[config.mk]
export PLATFORM = sky130hd
export DESIGN_NAME = reflet_irq_arbiter
export DESIGN_NICKNAME = d
export VERILOG_FILES = /design/src/rtl/reflet_irq_arbiter.sv
export SDC_FILE = /design/constraint.sdc
export NUM_CORES = 1
export LEC_CHECK = 0
export CORE_UTILIZATION = 43
export CTS_CLUSTER_DIAMETER = 60
export CTS_CLUSTER_SIZE = 16
export DETAILED_ROUTE_END_ITERATION = 12
export MAX_ROUTING_LAYER = met4
export PLACE_DENSITY = 0.87
export SLEW_MARGIN = 20
export SYNTH_ARGS = -nofsm -noshare
export SYNTH_HDL_FRONTEND = slang
export SYNTH_SLANG_ARGS = --single-unit
[constraint.sdc]
create_clock -name clk -period 3.7 [get_ports clk]
set_input_delay 1.11 -clock clk [delete_from_list [all_inputs] [get_ports clk]]
set_output_delay 1.11 -clock clk [all_outputs]
set_load 0.03 [all_outputs]
[src/rtl/reflet_irq_arbiter.sv]
// reflet_irq_arbiter: 8-source interrupt controller. Rising edges on irq_in
// are latched in PENDING; one masked-in pending source at a time is presented
// to the CPU over an int_req/int_ack handshake and held in service until an
// end-of-interrupt (EOI) write.
//
// Register window (4 bytes at base_addr, reads zero-extended to wordsize):
//   0 PENDING  R: pending[7:0]   W1C
//   1 MASK     RW: 1 = source enabled
//   2 STATUS   R: {busy, 4'b0, int_num}; any write = EOI
//   3 CTRL     RW: bit0 global enable; bit1 reads 1 when round-robin is built
//
// Ports:
//   clk, reset (async, active-low)
//   enable, addr, write_en, data_in, data_out : system bus slave
//   irq_in   : peripheral interrupt lines (level, active-high)
//   int_req  : interrupt request to CPU
//   int_num  : index of the requested / in-service source
//   int_ack  : CPU acknowledge
//
// Optional feature: define REFLET_IRQ_ROUND_ROBIN_EN to replace fixed
// lowest-index priority with round-robin starting after the last grant.
module reflet_irq_arbiter #(
  parameter int unsigned                 wordsize       = 16,
  parameter int unsigned                 base_addr_size = 16,
  parameter logic [base_addr_size-1:0]   base_addr      = 16'hFF10
) (
  input  logic                      clk,
  input  logic                      reset,
  input  logic                      enable,
  input  logic [base_addr_size-1:0] addr,
  input  logic                      write_en,
  input  logic [wordsize-1:0]       data_in,
  output logic [wordsize-1:0]       data_out,
  input  logic [7:0]                irq_in,
  output logic                      int_req,
  output logic [2:0]                int_num,
  input  logic                      int_ack
);

  // One extra bit so base_addr+4 cannot wrap at the top of the address map
  localparam int unsigned addr_ext_w = base_addr_size + 1;

`ifdef REFLET_IRQ_ROUND_ROBIN_EN
  localparam logic rr_present = 1'b1;
`else
  localparam logic rr_present = 1'b0;
`endif

  typedef enum logic [1:0] {
    IDLE    = 2'd0,
    REQ     = 2'd1,
    SERVICE = 2'd2
  } state_e;

  state_e     state_q, state_d;
  logic [7:0] pending_q, pending_d;
  logic [7:0] mask_q, mask_d;
  logic       ctrl_q, ctrl_d;
  logic [7:0] prev_irq_q;
  logic [2:0] int_num_q, int_num_d;
  logic       int_req_q, int_req_d;

  logic                      sel_c;
  logic [base_addr_size-1:0] addr_off;
  logic [1:0]                offset;
  logic                      wr_c;
  logic                      eoi_c;
  logic [7:0]                w1c_c;
  logic [7:0]                ack_clr_c;
  logic [7:0]                req_vec_c;
  logic [2:0]                winner_c;
  logic [7:0]                rd_byte;

  // Bus decode
  assign sel_c    = enable && (addr >= base_addr) &&
                    (addr_ext_w'(addr) < (addr_ext_w'(base_addr) + addr_ext_w'(4)));
  assign addr_off = addr - base_addr;
  assign offset   = addr_off[1:0];
  assign wr_c     = sel_c && write_en;
  assign eoi_c    = wr_c && (offset == 2'd2);
  assign w1c_c    = (wr_c && (offset == 2'd0)) ? data_in[7:0] : 8'h00;

  // Only the low byte of the write bus and the window offset carry meaning
  logic unused_bits;
  assign unused_bits = ^{data_in, addr_off};

  // Combinational register read
  always_comb begin
    rd_byte = 8'h00;
    if (sel_c) begin
      case (offset)
        2'd0:    rd_byte = pending_q;
        2'd1:    rd_byte = mask_q;
        2'd2:    rd_byte = {(state_q != IDLE), 4'b0000, int_num_q};
        default: rd_byte = {6'b000000, rr_present, ctrl_q};
      endcase
    end
  end
  assign data_out = wordsize'(rd_byte);

  assign req_vec_c = pending_q & mask_q;

`ifdef REFLET_IRQ_ROUND_ROBIN_EN
  logic [2:0] last_grant_q, last_grant_d;

  // Search upward from last_grant+1; k=8 wraps back to last_grant itself
  always_comb begin
    winner_c = 3'd0;
    for (int k = 8; k >= 1; k--) begin
      if (req_vec_c[last_grant_q + 3'(k)]) winner_c = last_grant_q + 3'(k);
    end
  end

  always_comb begin
    last_grant_d = last_grant_q;
    if ((state_q == REQ) && int_ack) last_grant_d = int_num_q;
  end

  always_ff @(posedge clk or negedge reset) begin
    if (!reset) last_grant_q <= 3'd0;
    else        last_grant_q <= last_grant_d;
  end
`else
  // Fixed priority: lowest index wins
  always_comb begin
    winner_c = 3'd0;
    for (int i = 7; i >= 0; i--) begin
      if (req_vec_c[i]) winner_c = 3'(i);
    end
  end
`endif

  // Next-state, handshake and register updates
  always_comb begin
    state_d   = state_q;
    int_num_d = int_num_q;
    ack_clr_c = 8'h00;
    mask_d    = mask_q;
    ctrl_d    = ctrl_q;

    case (state_q)
      IDLE: begin
        if (ctrl_q && (|req_vec_c)) begin
          state_d   = REQ;
          int_num_d = winner_c;
        end
      end
      REQ: begin
        if (int_ack) begin
          state_d   = SERVICE;
          ack_clr_c = 8'h01 << int_num_q;
        end
      end
      SERVICE: begin
        if (eoi_c) state_d = IDLE;
      end
      default: state_d = IDLE;
    endcase

    int_req_d = (state_d == REQ);

    if (wr_c && (offset == 2'd1)) mask_d = data_in[7:0];
    if (wr_c && (offset == 2'd3)) ctrl_d = data_in[0];

    // A new edge wins over a W1C or ack clear on the same cycle
    pending_d = (pending_q & ~(w1c_c | ack_clr_c)) | (irq_in & ~prev_irq_q);
  end

  always_ff @(posedge clk or negedge reset) begin
    if (!reset) begin
      state_q    <= IDLE;
      pending_q  <= 8'h00;
      mask_q     <= 8'h00;
      ctrl_q     <= 1'b0;
      prev_irq_q <= 8'h00;
      int_num_q  <= 3'd0;
      int_req_q  <= 1'b0;
    end else begin
      state_q    <= state_d;
      pending_q  <= pending_d;
      mask_q     <= mask_d;
      ctrl_q     <= ctrl_d;
      prev_irq_q <= irq_in;
      int_num_q  <= int_num_d;
      int_req_q  <= int_req_d;
    end
  end

  assign int_req = int_req_q;
  assign int_num = int_num_q;

endmodule

==> impl_metrics.toml <==
[status]
status = "finished with violations"
violations = "setup timing"

[finish]
final_area_sq_mm = 0.00238
multi_input_area_sq_um = 842
final_util = 0.650
antenna_cells = 0
drive_gt1_frac = 0.254
area_growth_pct = 45.6
final_cells = 272
seqCellArea_sq_um = 776
fin_nets = 268
n_fill_cell = 290

[timing]
rsz0062_at_grt = "true"
fin_skew_ns = 0.00631
finalHoldViolCount = 0
fin_crit_ns = 3.78
post-route-period-util = 1.02
layout_setup_ws_ns = -0.0834
finalSetupTns_ns = -0.286
fin_hold_ws_ns = 0.432
maxSlewViolCount = 0
finalSetupViolations = 6
max_freq_ghz = 0.264

[drt]
antenna_left = 0
routed_wl_um = 4250
drtIter0Drc = 146
routed_via_density = 5.70
dr.pass1.iters = 4
drcViolationCount = 0
vias = 1550
detail_route.wl_per_cell_um = 15.6

[worst_setup_path]
critPathTopFamily = "simple AND/OR/NAND/NOR gates"
rrSetupSlack_ns = 2.17
slowest_stage = "or4_4"
path_buf_inv = 2
r2r_end = "pending_q[0]$_DFF_PN0_"
start_kind = "input port"
worstPathMaxFanout = 5
startpoint = "addr[6]"
required_ns = 2.59
cp-end-kind = "primary output"
path_class = "input port to primary output"
cp-endpoint = "data_out[0]"
path_depth = 5
crit_chain = "buf_6 -> or4b_4 -> or4_4 -> nor2b_4 -> buf_6"
crit_top_cell = "buf_6"
reg2reg_depth = 4
crit_arrival_ns = 2.67
timing.rr.start = "state_q[1]$_DFF_PN0_"
critPathMaxStageDelay_ns = 0.62

[pwr]
power_mw = 0.771
clockPowerShare = 0.445
power.leakage_nw = 1.03
intPower_mw = 0.604
p_per_area_mw_per_mm2 = 324
p_switching_mw = 0.167
swShare = 0.217
combPwrFrac = 0.107
p_seq_frac = 0.447
vdd_drop_max_v = 0.000237

[logic_synthesis]
ys_warn_count = 0
mappedNetlistArea_sq_mm = 0.00164
synth-seq-cells = 31
ys_types = 39
ys.flop_type = "dfrtp_1"
synth_area_per_cell_sq_um = 10.1
synth_top_area_frac = 0.474
synth_edf_count = 0
synth_cells = 162
yosysTopAreaCell = "dfrtp_1"
yosys-top-cells-area = "dfrtp_1, mux2_2, a22oi_1"
yosysSeqAreaShare = 0.474
ys_async_sr_fraction = 1.00

[placed_design]
dpl_cell_area_sq_mm = 0.00220
dp.cells = 263
gp_congestion = 0.867
portBuffers = 48
place_ws_ns = -0.459
dp_hpwl_um = 3030

[floorplan]
core_sq_mm = 0.00366
die_y_um = 63.7
die_w_um = 63.7
initial_utilization = 0.447
die_area_sq_mm = 0.00405
rows = 22
ios = 65

[cts]
cts_tree = "yes"
cts_buffers = 5
htree_levels = 2
hold_buffers = 0
clock-root-buffer = "clkbuf_8"
clock_path_buffers = 2
clkTransAtPathRegs_ns = 0.07
clock-sinks = 31
worst_skew_pair.late_latency_ns = 0.28

[global_route]
grt-ovfl-total = 0
grt_pass1_wl_um = 7120
grt_max_degree = 32
grt_usage = 0.241
antenna_found_initial = 0
grt_pass1_vias = 1516

[worst_hold_path]
holdCritStartpoint = "prev_irq_q[7]$_DFF_PN0_"
min_path_type = "flip-flop to flip-flop"

[flow_run]
maxCapViolCount = 0
-- cells by family (layout without fill, tap and decap cells) --
logic type	count (synthesis)	after routing	share of synthesized area
AND/OR/NAND/NOR	56	57	0.207
AO/OA/AOI/OAI	41	41	0.157
flip-flops	31	31	0.474
buffers and inverters	21	75	0.0719
multiplexers	12	12	0.0880
other	1	8	0.00229
-- per-layer routing --
| layer | GRT usage | wire length, um |
|---|---|---|
| met5 | - | 0 |
| met3 | 0.0634 | 194 |
| met2 | 0.383 | 2150 |
| met1 | 0.281 | 1750 |
| met4 | 0.116 | 155 |
-- layout by cell type, fill, tap and decap left out, types with 3 or more instances in the layout --
master           instances
buf_6                    8
dfrtp_1                 31
o31ai_1                  3
and3_1                   8
a22oi_1                  7
conb_1                   8
nor2_1                   7
clkdlybuf4s15_1          4
nand2b_1                 5
inv_1                    8
o21ai_0                  8
nor2_4                   7
clkdlybuf4s50_1         29
buf_4                   12
mux2_2                   8
nand2_1                  9
dlygate4sd2_1            4
a21oi_1                 10
clkbuf_8                 6
o22ai_1                  8
-- timing repair --
item / in CTS / in global routing
setup buffers: 0 / 0
hold endpoints to repair: 0 / 0
endpoints found under the setup margin: 8 / 8
gates resized for setup: 36 / 3
cloned: 1 / 0
pin swaps: 7 / 3
-- area by class of cell --
type                            count  area share
Multi-Input combinational cell    118       0.354
Clock inverter                      2      0.0147
Tap cell                           48      0.0252
Inverter                            8      0.0126
Clock buffer                        6      0.0347
Timing Repair Buffer               59       0.233
Sequential cell                    31       0.326
-- cells in the mapped netlist (3+ instances only) --
library cell	instances
a21oi_1	10
a22oi_1	8
and3_1	8
buf_4	8
clkbuf_1	3
dfrtp_1	31
inv_1	8
mux2_2	8
nand2_1	9
nand2b_1	5
nor2_1	14
o21ai_0	8
o22ai_1	8
o31ai_1	3
-- flip-flops by register name, indices dropped and copies added (netlist names) --
signal / cells
prev_irq_q: 8
state_q: 2
ctrl_q: 1
int_req: 1
int_num: 3
mask_q: 8
pending_q: 8
-- how the worst min path moves through the flow --
stage	end	slack, ns	cells past startpoint
floorplan	pending_q[0]$_DFF_PN0_	0.41	1
global placement	pending_q[6]$_DFF_PN0_	0.42	1
detailed placement	pending_q[7]$_DFF_PN0_	0.42	1
CTS	pending_q[5]$_DFF_PN0_	0.43	1
global route	pending_q[5]$_DFF_PN0_	0.45	1
finish	pending_q[7]$_DFF_PN0_	0.43	1
-- power groups by stage --
stage / clock network, mW / registers (mW) / logic (mW)
final: 0.343 / 0.345 / 0.0828
after global routing: 0.370 / 0.345 / 0.0897
after CTS: 0.349 / 0.345 / 0.0823
after detailed placement: 0 / 0.351 / 0.0837
after global placement: 0 / 0.351 / 0.0817
after floorplan: 0 / 0.351 / 0.0345
(Power assumes the default switching activity.)
